**src/rtl/match_resp_reorder.sv**
```systemverilog
// ---------------------------------------------------------------------------
// match_resp_reorder
//
// Tags outgoing match requests with a reorder-buffer slot index, collects
// match responses that may come back out of order, and releases
// (user, match_len) results to the job PE strictly in request order.
//
// Ports
//   clk, rst                         clock, async active-high reset
//   in_req_*                         request from job PE (valid/ready + payload)
//   match_req_*                      request to match PE (tag = ROB slot)
//   match_resp_*                     response from match PE (always ready)
//   out_valid/out_ready/out_*        in-order result to job PE
//   err                              sticky protocol-error flag
//
// Build option
//   MATCH_RESP_REORDER_ERR_CHECK_EN  when defined, responses to a non-busy or
//                                    already-done slot, or with non-zero upper
//                                    tag bits, are dropped and set err.
//                                    When undefined, every response writes its
//                                    slot and err is tied low.
// ---------------------------------------------------------------------------
module match_resp_reorder #(
    parameter int TAG_BITS           = 8,
    parameter int ROB_DEPTH_LOG2     = 2,
    parameter int USER_BITS          = 16,
    parameter int ADDR_WIDTH         = 32,
    parameter int MAX_MATCH_LEN_LOG2 = 8
) (
    input  logic                          clk,
    input  logic                          rst,

    input  logic                          in_req_valid,
    output logic                          in_req_ready,
    input  logic [ADDR_WIDTH-1:0]         in_req_head_addr,
    input  logic [ADDR_WIDTH-1:0]         in_req_history_addr,
    input  logic [USER_BITS-1:0]          in_req_user,

    output logic                          match_req_valid,
    input  logic                          match_req_ready,
    output logic [TAG_BITS-1:0]           match_req_tag,
    output logic [ADDR_WIDTH-1:0]         match_req_head_addr,
    output logic [ADDR_WIDTH-1:0]         match_req_history_addr,

    input  logic                          match_resp_valid,
    output logic                          match_resp_ready,
    input  logic [TAG_BITS-1:0]           match_resp_tag,
    input  logic [MAX_MATCH_LEN_LOG2:0]   match_resp_match_len,

    output logic                          out_valid,
    input  logic                          out_ready,
    output logic [USER_BITS-1:0]          out_user,
    output logic [MAX_MATCH_LEN_LOG2:0]   out_match_len,

    output logic                          err
);

    localparam int DEPTH = 1 << ROB_DEPTH_LOG2;
    localparam int LEN_W = MAX_MATCH_LEN_LOG2 + 1;
    localparam logic [ROB_DEPTH_LOG2:0] DEPTH_CNT = (ROB_DEPTH_LOG2 + 1)'(DEPTH);

    logic [ROB_DEPTH_LOG2-1:0] alloc_ptr;
    logic [ROB_DEPTH_LOG2-1:0] retire_ptr;
    logic [ROB_DEPTH_LOG2:0]   count;

    logic [DEPTH-1:0]                busy;
    logic [DEPTH-1:0]                done;
    logic [DEPTH-1:0][USER_BITS-1:0] user_arr;
    logic [DEPTH-1:0][LEN_W-1:0]     len_arr;

    logic                      full;
    logic                      issue_fire;
    logic                      retire_fire;
    logic [ROB_DEPTH_LOG2-1:0] resp_idx;
    logic                      upper_zero;
    logic                      resp_legal;
    logic                      resp_wr;

    // Full is purely a function of registered count: a retire in the same
    // cycle does not free a slot for issue until the next cycle.
    assign full       = (count == DEPTH_CNT);
    assign issue_fire = in_req_valid & in_req_ready;

    assign match_req_valid        = in_req_valid & ~full;
    assign in_req_ready           = match_req_ready & ~full;
    assign match_req_tag          = TAG_BITS'(alloc_ptr);
    assign match_req_head_addr    = in_req_head_addr;
    assign match_req_history_addr = in_req_history_addr;

    assign match_resp_ready = 1'b1;
    assign resp_idx         = match_resp_tag[ROB_DEPTH_LOG2-1:0];
    // Shift form works even when TAG_BITS == ROB_DEPTH_LOG2 (no upper bits).
    assign upper_zero       = ((match_resp_tag >> ROB_DEPTH_LOG2) == '0);
    assign resp_legal       = busy[resp_idx] & ~done[resp_idx] & upper_zero;

`ifdef MATCH_RESP_REORDER_ERR_CHECK_EN
    assign resp_wr = match_resp_valid & resp_legal;

    always_ff @(posedge clk or posedge rst) begin
        if (rst)
            err <= 1'b0;
        else if (match_resp_valid && !resp_legal)
            err <= 1'b1;
    end
`else
    logic unused_legal;
    assign resp_wr      = match_resp_valid;
    assign err          = 1'b0;
    assign unused_legal = resp_legal;
`endif

    assign out_valid     = busy[retire_ptr] & done[retire_ptr];
    assign out_user      = user_arr[retire_ptr];
    assign out_match_len = len_arr[retire_ptr];
    assign retire_fire   = out_valid & out_ready;

    always_ff @(posedge clk or posedge rst) begin
        if (rst) begin
            alloc_ptr  <= '0;
            retire_ptr <= '0;
            count      <= '0;
        end else begin
            if (issue_fire)  alloc_ptr  <= alloc_ptr + 1'b1;
            if (retire_fire) retire_ptr <= retire_ptr + 1'b1;
            if (issue_fire && !retire_fire)
                count <= count + 1'b1;
            else if (retire_fire && !issue_fire)
                count <= count - 1'b1;
        end
    end

    // Per-slot state. Retire, issue and response cannot legally target the
    // same slot in one cycle; the later statements win only in the
    // unchecked build where a stray response may hit any slot.
    for (genvar e = 0; e < DEPTH; e++) begin : g_entry
        localparam logic [ROB_DEPTH_LOG2-1:0] IDX = ROB_DEPTH_LOG2'(e);

        logic                 busy_q;
        logic                 done_q;
        logic [USER_BITS-1:0] user_q;
        logic [LEN_W-1:0]     len_q;

        always_ff @(posedge clk or posedge rst) begin
            if (rst) begin
                busy_q <= 1'b0;
                done_q <= 1'b0;
                user_q <= '0;
                len_q  <= '0;
            end else begin
                if (retire_fire && retire_ptr == IDX) begin
                    busy_q <= 1'b0;
                    done_q <= 1'b0;
                end
                if (issue_fire && alloc_ptr == IDX) begin
                    busy_q <= 1'b1;
                    done_q <= 1'b0;
                    user_q <= in_req_user;
                end
                if (resp_wr && resp_idx == IDX) begin
                    done_q <= 1'b1;
                    len_q  <= match_resp_match_len;
                end
            end
        end

        assign busy[e]     = busy_q;
        assign done[e]     = done_q;
        assign user_arr[e] = user_q;
        assign len_arr[e]  = len_q;
    end

endmodule

```
**config.mk**
```make
export PLATFORM = sky130hd
export DESIGN_NAME = match_resp_reorder
export DESIGN_NICKNAME = d
export VERILOG_FILES = /design/src/rtl/match_resp_reorder.sv
export SDC_FILE = /design/constraint.sdc
export NUM_CORES = 1
export LEC_CHECK = 0
export BUFFER_PORTS_ARGS = -buffer_cell sky130_fd_sc_hd__buf_4
export CAP_MARGIN = 10
export CORE_UTILIZATION = 40
export CTS_CLUSTER_DIAMETER = 100
export DETAILED_ROUTE_END_ITERATION = 6
export PLACE_DENSITY_LB_ADDON = 0.2
export SYNTH_ARGS = -nofsm -noshare
export SYNTH_HDL_FRONTEND = slang
export SYNTH_SLANG_ARGS = --single-unit
```
**constraint.sdc**
```tcl
create_clock -name clk -period 5 [get_ports clk]
set_clock_uncertainty 0.2 [all_clocks]
set_input_delay 0.5 -clock clk [delete_from_list [all_inputs] [get_ports clk]]
set_output_delay 0.5 -clock clk [all_outputs]
set_load 0.005 [all_outputs]
```
==> results.md, run 1 <==
- R2r startpoint: g_entry[3].done_q$_DFFE_PP0P_
- Gr busiest metal: met2
- Post-cts hold buffer count: 0
- Initial DRT Pass Iterations: 4
- Overall routed net length: 11500 µm
- Clock power frac: 30.2%
- Yosys cell types: 38
- Diodes inserted: 0
- Initial antenna violation count: 0
- Startpoint types: flip-flop
- Die X-Extent: 124 µm
- Ports: 205
- Commonest cells after routing, fill and taps aside: dfrtp_1 (113), mux2_2 (83), buf_4 (65)
- Leading cell type in the layout, fill and taps excluded: dfrtp_1
- Critical path's slowest cell: mux4_2
- Site Rows: 44
- Post-DP HPWL: 7080 µm
- Hold WC Path Type: input port to async pin
- Crit end category: output pin
- Core Box Area: 14500 µm²
- Area grow syn2layout: 12.2%
- Final net count: 526
- Port bufs: 62
- Vias in the first global route: 3399
- Gr ovfl total: 0
- WL per Instance: 18.8 µm
- Cells after Synth: 413
- Slew Limit Fails: 0
- Final setup vio count: 0
- R2r setup slk: 2.35 ns
- Mapped Avg Cell Area: between 10 and 15 µm²
- Detailed Route Iter0 Violations: 170
- Flop pwr share: 34.4%
- Most Frequent Cell on Critical Path: buf_4
- Routability cong.: 0.751
- Required @ worst endpoint: 4.30 ns
- Synth top area cells: dfrtp_1 (48%), mux2_2 (16%), mux4_2 (9.8%)
- Starting Density: 41.0%
- Switch share: 27.9%
- Layout cells sized above 1: between 50 and 60%
- Post-CTS Setup Inserts: 0
- Yosys reg bits: 115
- Reg clk slew, reported paths: 0.05 ns
- CTS tree: done
- Worst-path maximum fanout: 31
- Worst Max-Slew Pin Slew: 1.11 ns
- Pin count of the biggest net entering global routing: 84
- CTS Buf Count: 17
- Global routing usage on met3: 4.58%
- Die H: 124 µm
- Warnings, synthesis: 0
- GR Util All Layers: 16.5%
- Die ar.: 15400 µm²
- Peak VDD IR: 0.000301 V
- Combinational share of power: between 30% and 40%
- Final Util: around 46%
- Post-synthesis cell area: between 5000 and 6000 µm²
- Status: completed
- MaxCap Viol Count: 0
- Period minus WS final: 2.71 ns
- Final hold violation count: 0
- First-pass GRT wire length: 18400 µm
- Period utilization: 54.1%
- Antenna-violating nets left: 0
- R2r worst-path depth: 9
- Clock root cell: clkbuf_16
- CTS Sinks: 115
- Cells along the critical path: buf_4 -> mux4_2 -> buf_4
- Post-cts repair resize count: 0
- Vias per cell: around 5.2
- # fillers: around 1300
- H-tree levels: 4
- Multi-input logic area: 2400 µm²
- Final setup TNS: 0 ns
- Unrepaired setup endpoints after global routing: no
- Register cell area after layout: 2880 µm²
- Ys async rst share: 100%
- Via count: 3193
- Leakage: 2.97 nW
- P_sw: around 0.0012 W
- Internal: between 0.003 and 0.004 W
- Clk_lat worst skew: between 0.4 and 0.5 ns
- Top cell type's share of synthesized area: 48.3%
- Sequential area share after synthesis: 48.3%
- Post-route DRC: 0
- Clock Tree Buf Depth: 2
- Met1 Usage GRT: a little over a fifth
- Dominant synthesized flop cell: dfrtp_1
- Max Fclk: 370 MHz
- CP arrival: between 2 and 2.5 ns
- Met2 GRT Util: 24.4%
- Slew margin rel.: 25.8%
- Critical setup path kind: flip-flop to output pin
- CP max stage delay: 0.60 ns
- Pwr/cell area: 662 nW/µm²
- Reg2Reg Capture Point: count[2]$_DFFE_PP0P_
- Number of synthesized flops with an enable pin: 0
- Post-synth top area cell: dfrtp_1
## worst max-delay path by stage
stage,start,endpoint,slack (ns),cells past startpoint
floorplan,rst,alloc_ptr[0]$_DFFE_PP0P_,1.26,1
global placement,g_entry[3].done_q$_DFFE_PP0P_,count[2]$_DFFE_PP0P_,2.38,9
detailed placement,g_entry[3].done_q$_DFFE_PP0P_,count[2]$_DFFE_PP0P_,2.37,9
CTS,retire_ptr[0]$_DFFE_PP0P_,out_user[0],2.23,3
global route,retire_ptr[0]$_DFFE_PP0P_,out_user[6],2.18,3
finish,retire_ptr[0]$_DFFE_PP0P_,out_user[6],2.29,3
## metal layers
metal | part of all wire, % | vias to the layer above
met5 | 0 | -
met4 | 3.0 | 0
met3 | 4.9 | 47
met2 | 47 | 79
met1 | 45 | 1667
li1 | - | 1400
## cell usage after synthesis, types with 2 or more instances
master / count
nand3_1: 6
nand2_1: 4
and3b_1: 2
xor2_1: 2
nand3b_1: 2
a31oi_1: 4
mux4_2: 26
a22oi_1: 4
mux2_2: 83
inv_1: 6
and3_1: 4
o21ai_0: 7
nand3_4: 2
clkbuf_1: 3
conb_1: 2
and2_1: 5
ha_1: 9
a41oi_1: 2
buf_2: 8
buf_4: 75
nor2_1: 2
and2_2: 3
a2bb2oi_1: 3
nor2_2: 2
xnor2_1: 2
dfrtp_1: 115
buf_12: 2
mux2_4: 18
## power groups by stage
stage | combinational, W | clock (W) | sequential, W
after floorplan | 0.00115 | 0 | 0.00147
after global placement | 0.00157 | 0 | 0.00151
after detailed placement | 0.00160 | 0 | 0.00153
after CTS | 0.00160 | 0.00136 | 0.00152
after global routing | 0.00171 | 0.00140 | 0.00157
final | 0.00157 | 0.00134 | 0.00152
## state kept, by name (all words and copies together), names as in the netlist
register	cells
g_entry.user_q	64
g_entry.len_q	36
g_entry.busy_q	4
g_entry.done_q	4
count	3
alloc_ptr	2
retire_ptr	2
## layout make-up
| cell class | count | share of cell area [%] |
|---|---|---|
| Clock buffer | 24 | 7.66 |
| Clock inverter | 8 | 2.17 |
| Timing Repair Buffer | 65 | 7.30 |
| Sequential cell | 115 | 43.1 |
| Multi-Input combinational cell | 207 | 35.9 |
| Inverter | 7 | 0.431 |
| Tap cell | 184 | 3.44 |
## cell families after synthesis
kind of cell,share of synthesized area (%)
muxes,30.2
DFF,48.3
buffers and inverters,11.8
and+or+nand+nor,4.24
AOI/OAI and AO/OA,2.42
adders and majority gates,2.23
xor gates and xnor gates,0.588
other,0.126
## worst max-delay path: cells and delay by family (launching register included)
kind	cells	cell delay, ns
mux	1	0.60
flops	1	0.36
buf+inv	2	0.62
## stage by stage
step | cell area [µm²] | worst slack [ns] | hold WS, ns | std cells | power, W
6_report | 6680 | 2.29 | 0.121 | 610 | 0.00443
3_5_place_dp | 6030 | 2.37 | 0.288 | 578 | 0.00313
2_1_floorplan | 5980 | 1.26 | 0.255 | 419 | 0.00262
5_1_grt | 6680 | 2.18 | 0.125 | 610 | 0.00468
3_3_place_gp | 6030 | 2.38 | 0.280 | 578 | 0.00308
4_1_cts | 6680 | 2.23 | 0.111 | 610 | 0.00449
Note: power is estimated with default switching activity, not from simulation.
==> run 2, diff against run 1 <==
- clock period: 5 -> 2.6 ns (I/O delays scaled with it)
==> results.md, run 2 (same netlist as run 1, synthesis figures left out) <==
- Met2 GRT Util: 25.1% (was 24.4%)
- Final setup vio count: 0 (unchanged)
- CTS tree: done (unchanged)
- Leading cell type in the layout, fill and taps excluded: dfrtp_1 (unchanged)
- Period minus WS final: 2.47 ns
- WL per Instance: 18.1 µm (was 18.8 µm)
- Antenna-violating nets left: 0 (unchanged)
- Critical setup path kind: flip-flop to output pin (unchanged)
- Die H: 124 µm (unchanged)
- Final setup TNS: 0 ns (unchanged)
- Clock root cell: clkbuf_16 (unchanged)
- Global routing usage on met3: 4.72% (was 4.58%)
- Area grow syn2layout: 18.6% (was 12.2%)
- Overall routed net length: 11600 µm (was 11500 µm)
- Slew margin rel.: 55.8% (was 25.8%)
- Unrepaired setup endpoints after global routing: no (unchanged)
- Via count: 3234 (was 3193)
- Gr ovfl total: 0 (unchanged)
- Slew Limit Fails: 0 (unchanged)
- Final hold violation count: 0 (unchanged)
- MaxCap Viol Count: 0 (unchanged)
- Vias in the first global route: 3477 (was 3399)
- CTS Sinks: 115 (unchanged)
- Worst Max-Slew Pin Slew: 0.660 ns (was 1.11 ns)
- H-tree levels: 4 (unchanged)
- Min-Delay Path Depth: 4
- Biggest regs: g_entry.user_q x64, g_entry.len_q x36 (unchanged)
- Starting Density: 41.0% (unchanged)
- Max FFs per register: 64 (unchanged)
- GR Util All Layers: 16.4% (was 16.5%)
- Period utilization: between 90% and 100%
- Detailed Route Iter0 Violations: 106 (was 170)
- Pin count of the biggest net entering global routing: 116 (was 84)
- Peak VDD IR: 0.000438 V (was 0.000301 V)
- Required @ worst endpoint: 2.14 ns (was 4.30 ns)
- Reg clk slew, reported paths: 0.05 ns (about the same)
- Site Rows: 44 (unchanged)
- R2r startpoint: retire_ptr[1]$_DFFE_PP0P_ (was g_entry[3].done_q$_DFFE_PP0P_)
- Core Box Area: 14500 µm² (unchanged)
- Hold path startpoint: match_req_ready
- Status: completed (unchanged)
- Gr busiest metal: met2 (unchanged)
- Pwr/cell area: 1240 nW/µm² (was 662 nW/µm²)
- Crit end category: output pin (unchanged)
- R2r worst-path depth: 9 (unchanged)
- Clock power frac: 31.6% (was 30.2%)
- DP Area: 6090 µm² (was 6030 µm²)
- Post-route DRC: 0 (unchanged)
- Met1 Usage GRT: 21.8% (was 21.5%)
- P_sw: 0.00238 W (was 0.00123 W)
- Final net count: 559 (was 526)
- Diodes inserted: 0 (unchanged)
- Combinational share of power: 35.1% (was 35.5%)
- Layout cells sized above 1: 52.9% (was 55.4%)
- Die X-Extent: 124 µm (unchanged)
- Initial antenna violation count: 0 (unchanged)
- Startpoint types: flip-flop (unchanged)
- Flop pwr share: 33.3% (was 34.4%)
- Internal: 0.00639 W (was 0.00319 W)
- Vias per cell: 5.03 (was 5.23)
- CTS Buf Count: 17 (unchanged)
- Die ar.: 15400 µm² (unchanged)
- Hold worst-path end: g_entry[2].busy_q$_DFFE_PP0P_
- Ports: 205 (unchanged)
- CP arrival: 2.01 ns (about the same)
- Clk_lat worst skew: 0.41 ns (was 0.42 ns)
- Clock Tree Buf Depth: 2 (unchanged)
- Worst-path maximum fanout: 31 (unchanged)
- Switch share: 27.2% (was 27.9%)
- Initial DRT Pass Iterations: 4 (unchanged)
- R2r setup slk: 0.19 ns (was 2.35 ns)
- Max Fclk: between 400 and 500 MHz
- Routability cong.: 0.728 (was 0.751)
- Commonest cells after routing, fill and taps aside: dfrtp_1 (113), mux2_2 (83), buf_4 (70) (was dfrtp_1 (113), mux2_2 (83), buf_4 (65))
- Reg2Reg Capture Point: count[2]$_DFFE_PP0P_ (unchanged)
- Port bufs: 62 (unchanged)
- First-pass GRT wire length: 18600 µm (was 18400 µm)
- Post-route design area: 7060 µm² (was 6680 µm²)
- Leakage: 3.13 nW (was 2.97 nW)
- Final Util: 48.6% (was 46.0%)
- Post-DP HPWL: 7100 µm (was 7080 µm)
- Biggest register: g_entry.user_q (unchanged)
- Hold WC Path Type: input port to flip-flop (was input port to async pin)
-- run 2: metal layers --
| layer | wire length (µm) | vias up |
|---|---|---|
| met5 | 0 | - |
| met4 | 155 | 0 |
| met3 | 543 | 18 |
| met2 | 5660 | 73 |
| met1 | 5250 | 1670 |
| li1 | - | 1473 |
-- run 2: worst max path at each step --
stage | start | end | slack [ns] | depth (start not counted)
2_1_floorplan | retire_ptr[1]$_DFFE_PP0P_ | count[2]$_DFFE_PP0P_ | 0.11 | 10
3_3_place_gp | g_entry[1].done_q$_DFFE_PP0P_ | count[2]$_DFFE_PP0P_ | 0.22 | 9
3_5_place_dp | retire_ptr[1]$_DFFE_PP0P_ | count[2]$_DFFE_PP0P_ | 0.16 | 9
4_1_cts | retire_ptr[0]$_DFFE_PP0P_ | out_match_len[8] | 0.07 | 3
5_1_grt | retire_ptr[0]$_DFFE_PP0P_ | out_user[5] | 0.03 | 3
6_report | retire_ptr[0]$_DFFE_PP0P_ | out_user[5] | 0.13 | 3
-- run 2: timing repair --
action | CTS | global route
hold endpoints to repair | 218 | 0
hold buffers | 27 | 0
gates resized for setup | 0 | 0
buffers inserted | 0 | 0
-- run 2: layout make-up --
type / instances / area, µm²
Fill cell: 1273 / 7470
Multi-Input combinational cell: 207 / 2400
Sequential cell: 115 / 2880
Timing Repair Buffer: 98 / 816
Inverter: 7 / 30.0
Clock inverter: 13 / 253
Clock buffer: 19 / 453
Tap cell: 184 / 230
-- run 2: per-stage QoR --
step / worst slack, ns / instances / hold WS [ns] / total power [W]
finish: 0.130 / 643 / 0.116 / 0.00877
global route: 0.0300 / 643 / 0.133 / 0.00932
CTS: 0.0687 / 643 / 0.0874 / 0.00891
detailed placement: 0.161 / 584 / 0.289 / 0.00605
global placement: 0.221 / 584 / 0.280 / 0.00597
floorplan: 0.107 / 419 / 0.209 / 0.00504
-- run 2: power by group through the flow --
stage,clock network [W],logic (W),registers [W]
floorplan,0,0.00222,0.00282
global placement,0,0.00306,0.00290
detailed placement,0,0.00311,0.00295
CTS,0.00283,0.00316,0.00292
global route,0.00291,0.00338,0.00303
finish,0.00277,0.00308,0.00292
-- run 2: worst max-delay path, stage by stage (launching register included) --
cell and delay [ns]:
dfrtp_2 0.37, buf_4 0.48, mux4_2 0.59, buf_4 0.15
==> run 3, diff against run 2 <==
- CORE_MARGIN: unset -> 10
- clock period: 2.6 -> 2.2 ns (I/O delays scaled with it)
==> results.md, run 3 (same netlist as run 1, synthesis figures left out) <==
- WL per Instance: 19.3 µm (was 18.1 µm)
- Switch share: 27.7% (was 27.2%)
- Peak VDD IR: 0.000677 V (was 0.000438 V)
- Leakage: 3.27 nW (was 3.13 nW)
- Biggest register: g_entry.user_q (unchanged)
- Clock power frac: 27.4% (was 31.6%)
- Die ar.: 20200 µm² (was 15400 µm²)
- Period utilization: 106%
- Hold WC Path Type: input port to flip-flop (unchanged)
- Site Rows: 44 (unchanged)
- Failing checks: negative setup slack
- Clock Tree Buf Depth: 2 (unchanged)
- Reg clk slew, reported paths: 0.05 ns (about the same)
- First-pass GRT wire length: 20600 µm (was 18600 µm)
- MaxCap Viol Count: 0 (unchanged)
- Ports: 205 (unchanged)
- Via count: 3463 (was 3234)
- Commonest cells after routing, fill and taps aside: dfrtp_1 (112), mux2_2 (82), buf_4 (71) (was dfrtp_1 (113), mux2_2 (83), buf_4 (70))
- Die X-Extent: 142 µm (was 124 µm)
- Crit end category: flip-flop (was output pin)
- Required @ worst endpoint: 2.29 ns (was 2.14 ns)
- Detailed Route Iter0 Violations: 188 (was 106)
- Overall routed net length: 12800 µm (was 11600 µm)
- Post-DP HPWL: 8330 µm (was 7100 µm)
- Flop pwr share: 32.3% (was 33.3%)
- Max Fclk: 430 MHz
- Slew Limit Fails: 0 (unchanged)
- Final Total Pwr: 0.0106 W (was 0.00877 W)
- CTS Buf Count: 17 (unchanged)
- Startpoint types: flip-flop (unchanged)
- Initial DRT Pass Iterations: 4 (unchanged)
- Final WS setup: -0.123 ns (was 0.130 ns)
- Clock root cell: clkbuf_16 (unchanged)
- R2r worst-path depth: 9 (unchanged)
- Final setup vio count: 3 (was 0)
- Post-route DRC: 0 (unchanged)
- Max FFs per register: 64 (unchanged)
- Diodes inserted: 0 (unchanged)
- Layout cells sized above 1: 55.6% (was 52.9%)
- Area grow syn2layout: 22.7% (was 18.6%)
- Internal: 0.00770 W (was 0.00639 W)
- Port bufs: 62 (unchanged)
- Antenna-violating nets left: 0 (unchanged)
- Leading cell type in the layout, fill and taps excluded: dfrtp_1 (unchanged)
- Post-route design area: 7310 µm² (was 7060 µm²)
- Final hold violation count: 0 (unchanged)
- Min-Delay Path Depth: 3 (was 4)
- Vias per cell: 5.23 (was 5.03)
- Final net count: 579 (was 559)
- Die H: 142 µm (was 124 µm)
- H-tree levels: 4 (unchanged)
- P_sw: 0.00295 W (was 0.00238 W)
- Worst-path maximum fanout: 2 (was 31)
- Vias in the first global route: 3824 (was 3477)
- Routability cong.: 0.756 (was 0.728)
- CP arrival: 2.42 ns (was 2.01 ns)
- Final hold slack: 0.0306 ns (was 0.116 ns)
- Starting Density: 40.8% (was 41.0%)
- Combinational share of power: 40.4% (was 35.1%)
- GR Util All Layers: 12.9% (was 16.4%)
- DP Area: 6260 µm² (was 6090 µm²)
- Core Box Area: 14600 µm² (was 14500 µm²)
- Status: complete, but fails checks (was completed)
- Gr ovfl total: 0 (unchanged)
- CTS tree: done (unchanged)
- Clk_lat worst skew: 0.41 ns (about the same)
- Critical setup path kind: flip-flop to flip-flop (was flip-flop to output pin)
- Biggest regs: g_entry.user_q x64, g_entry.len_q x36 (unchanged)
- CTS Sinks: 115 (unchanged)
- Pin count of the biggest net entering global routing: 69 (was 116)
- Period minus WS final: 2.32 ns
- Unrepaired setup endpoints after global routing: yes (was no)
- Initial antenna violation count: 0 (unchanged)
- Pwr/cell area: 1460 nW/µm² (was 1240 nW/µm²)
[run 3: timing repair]
item / in CTS / in global routing
gates resized for setup: 7 / 10
buffers inserted: 2 / 1
pin swaps: 6 / 0
cloned: 1 / 1
endpoints found under the hold margin: 219 / 0
hold buffers: 28 / 0
endpoints found under the setup margin: 28 / 24
[run 3: through the flow]
stage,TNS [ns],utilization (%),instances,setup WS [ns]
2_1_floorplan,-0.375,-,419,-0.196
3_3_place_gp,-0.222,42.9,598,-0.128
3_5_place_dp,-0.286,42.9,598,-0.156
4_1_cts,-0.252,49.6,660,-0.126
5_1_grt,-0.654,50.1,662,-0.210
6_report,-0.316,50.1,662,-0.123
[run 3: worst max-delay path, cell delays in order, from the launching register on]
cell and delay [ns]:
dfrtp_1 0.37, and2_4 0.16, mux4_2 0.51, nand2_4 0.09, ha_4 0.12, inv_2 0.03, fa_2 0.33, xor2_1 0.17
nor2_1 0.07, xor2_1 0.15
[run 3: worst paths after layout]
check	start	end	slack (ns)
setup / recovery	g_entry[1].done_q$_DFFE_PP0P_	count[2]$_DFFE_PP0P_	-0.12
hold / removal	match_resp_tag[1]	g_entry[0].len_q[6]$_DFFE_PP0P_	0.03
setup reg to reg	g_entry[1].done_q$_DFFE_PP0P_	count[2]$_DFFE_PP0P_	-0.12
hold reg to reg	g_entry[3].user_q[14]$_DFFE_PP0P_	g_entry[3].user_q[14]$_DFFE_PP0P_	0.30
max in group asynchronous	rst	retire_ptr[0]$_DFFE_PP0P_	1.17
min in group asynchronous	rst	g_entry[1].user_q[11]$_DFFE_PP0P_	0.28
[run 3: power by group through the flow]
stage	Clock [W]	Sequential, W	Combinational (W)
after floorplan	0	0.00333	0.00268
after global placement	0	0.00339	0.00391
after detailed placement	0	0.00345	0.00398
after CTS	0.00298	0.00343	0.00421
after global routing	0.00308	0.00355	0.00464
final	0.00291	0.00343	0.00429
[run 3: final cells by class]
cell class,instances,area (µm²)
clock buffers,19,433
clock inverters,12,188
fillers,1261,7280
inverters,7,30.0
multi-input cells,207,2430
flip-flops and latches,115,2880
well taps,184,230
repair buffers,118,1110
[run 3: layer usage]
| metal | wire length, µm | GRT usage (%) | vias up | part of all wire (%) |
|---|---|---|---|---|
| met1 | 5440 | 15.7 | 1778 | 42 |
| met4 | 324 | 6.94 | 0 | 2.5 |
| met3 | 719 | 3.57 | 41 | 5.6 |
| met5 | 0 | 0 | - | 0 |
| li1 | - | - | 1522 | - |
| met2 | 6320 | 20.4 | 122 | 49 |
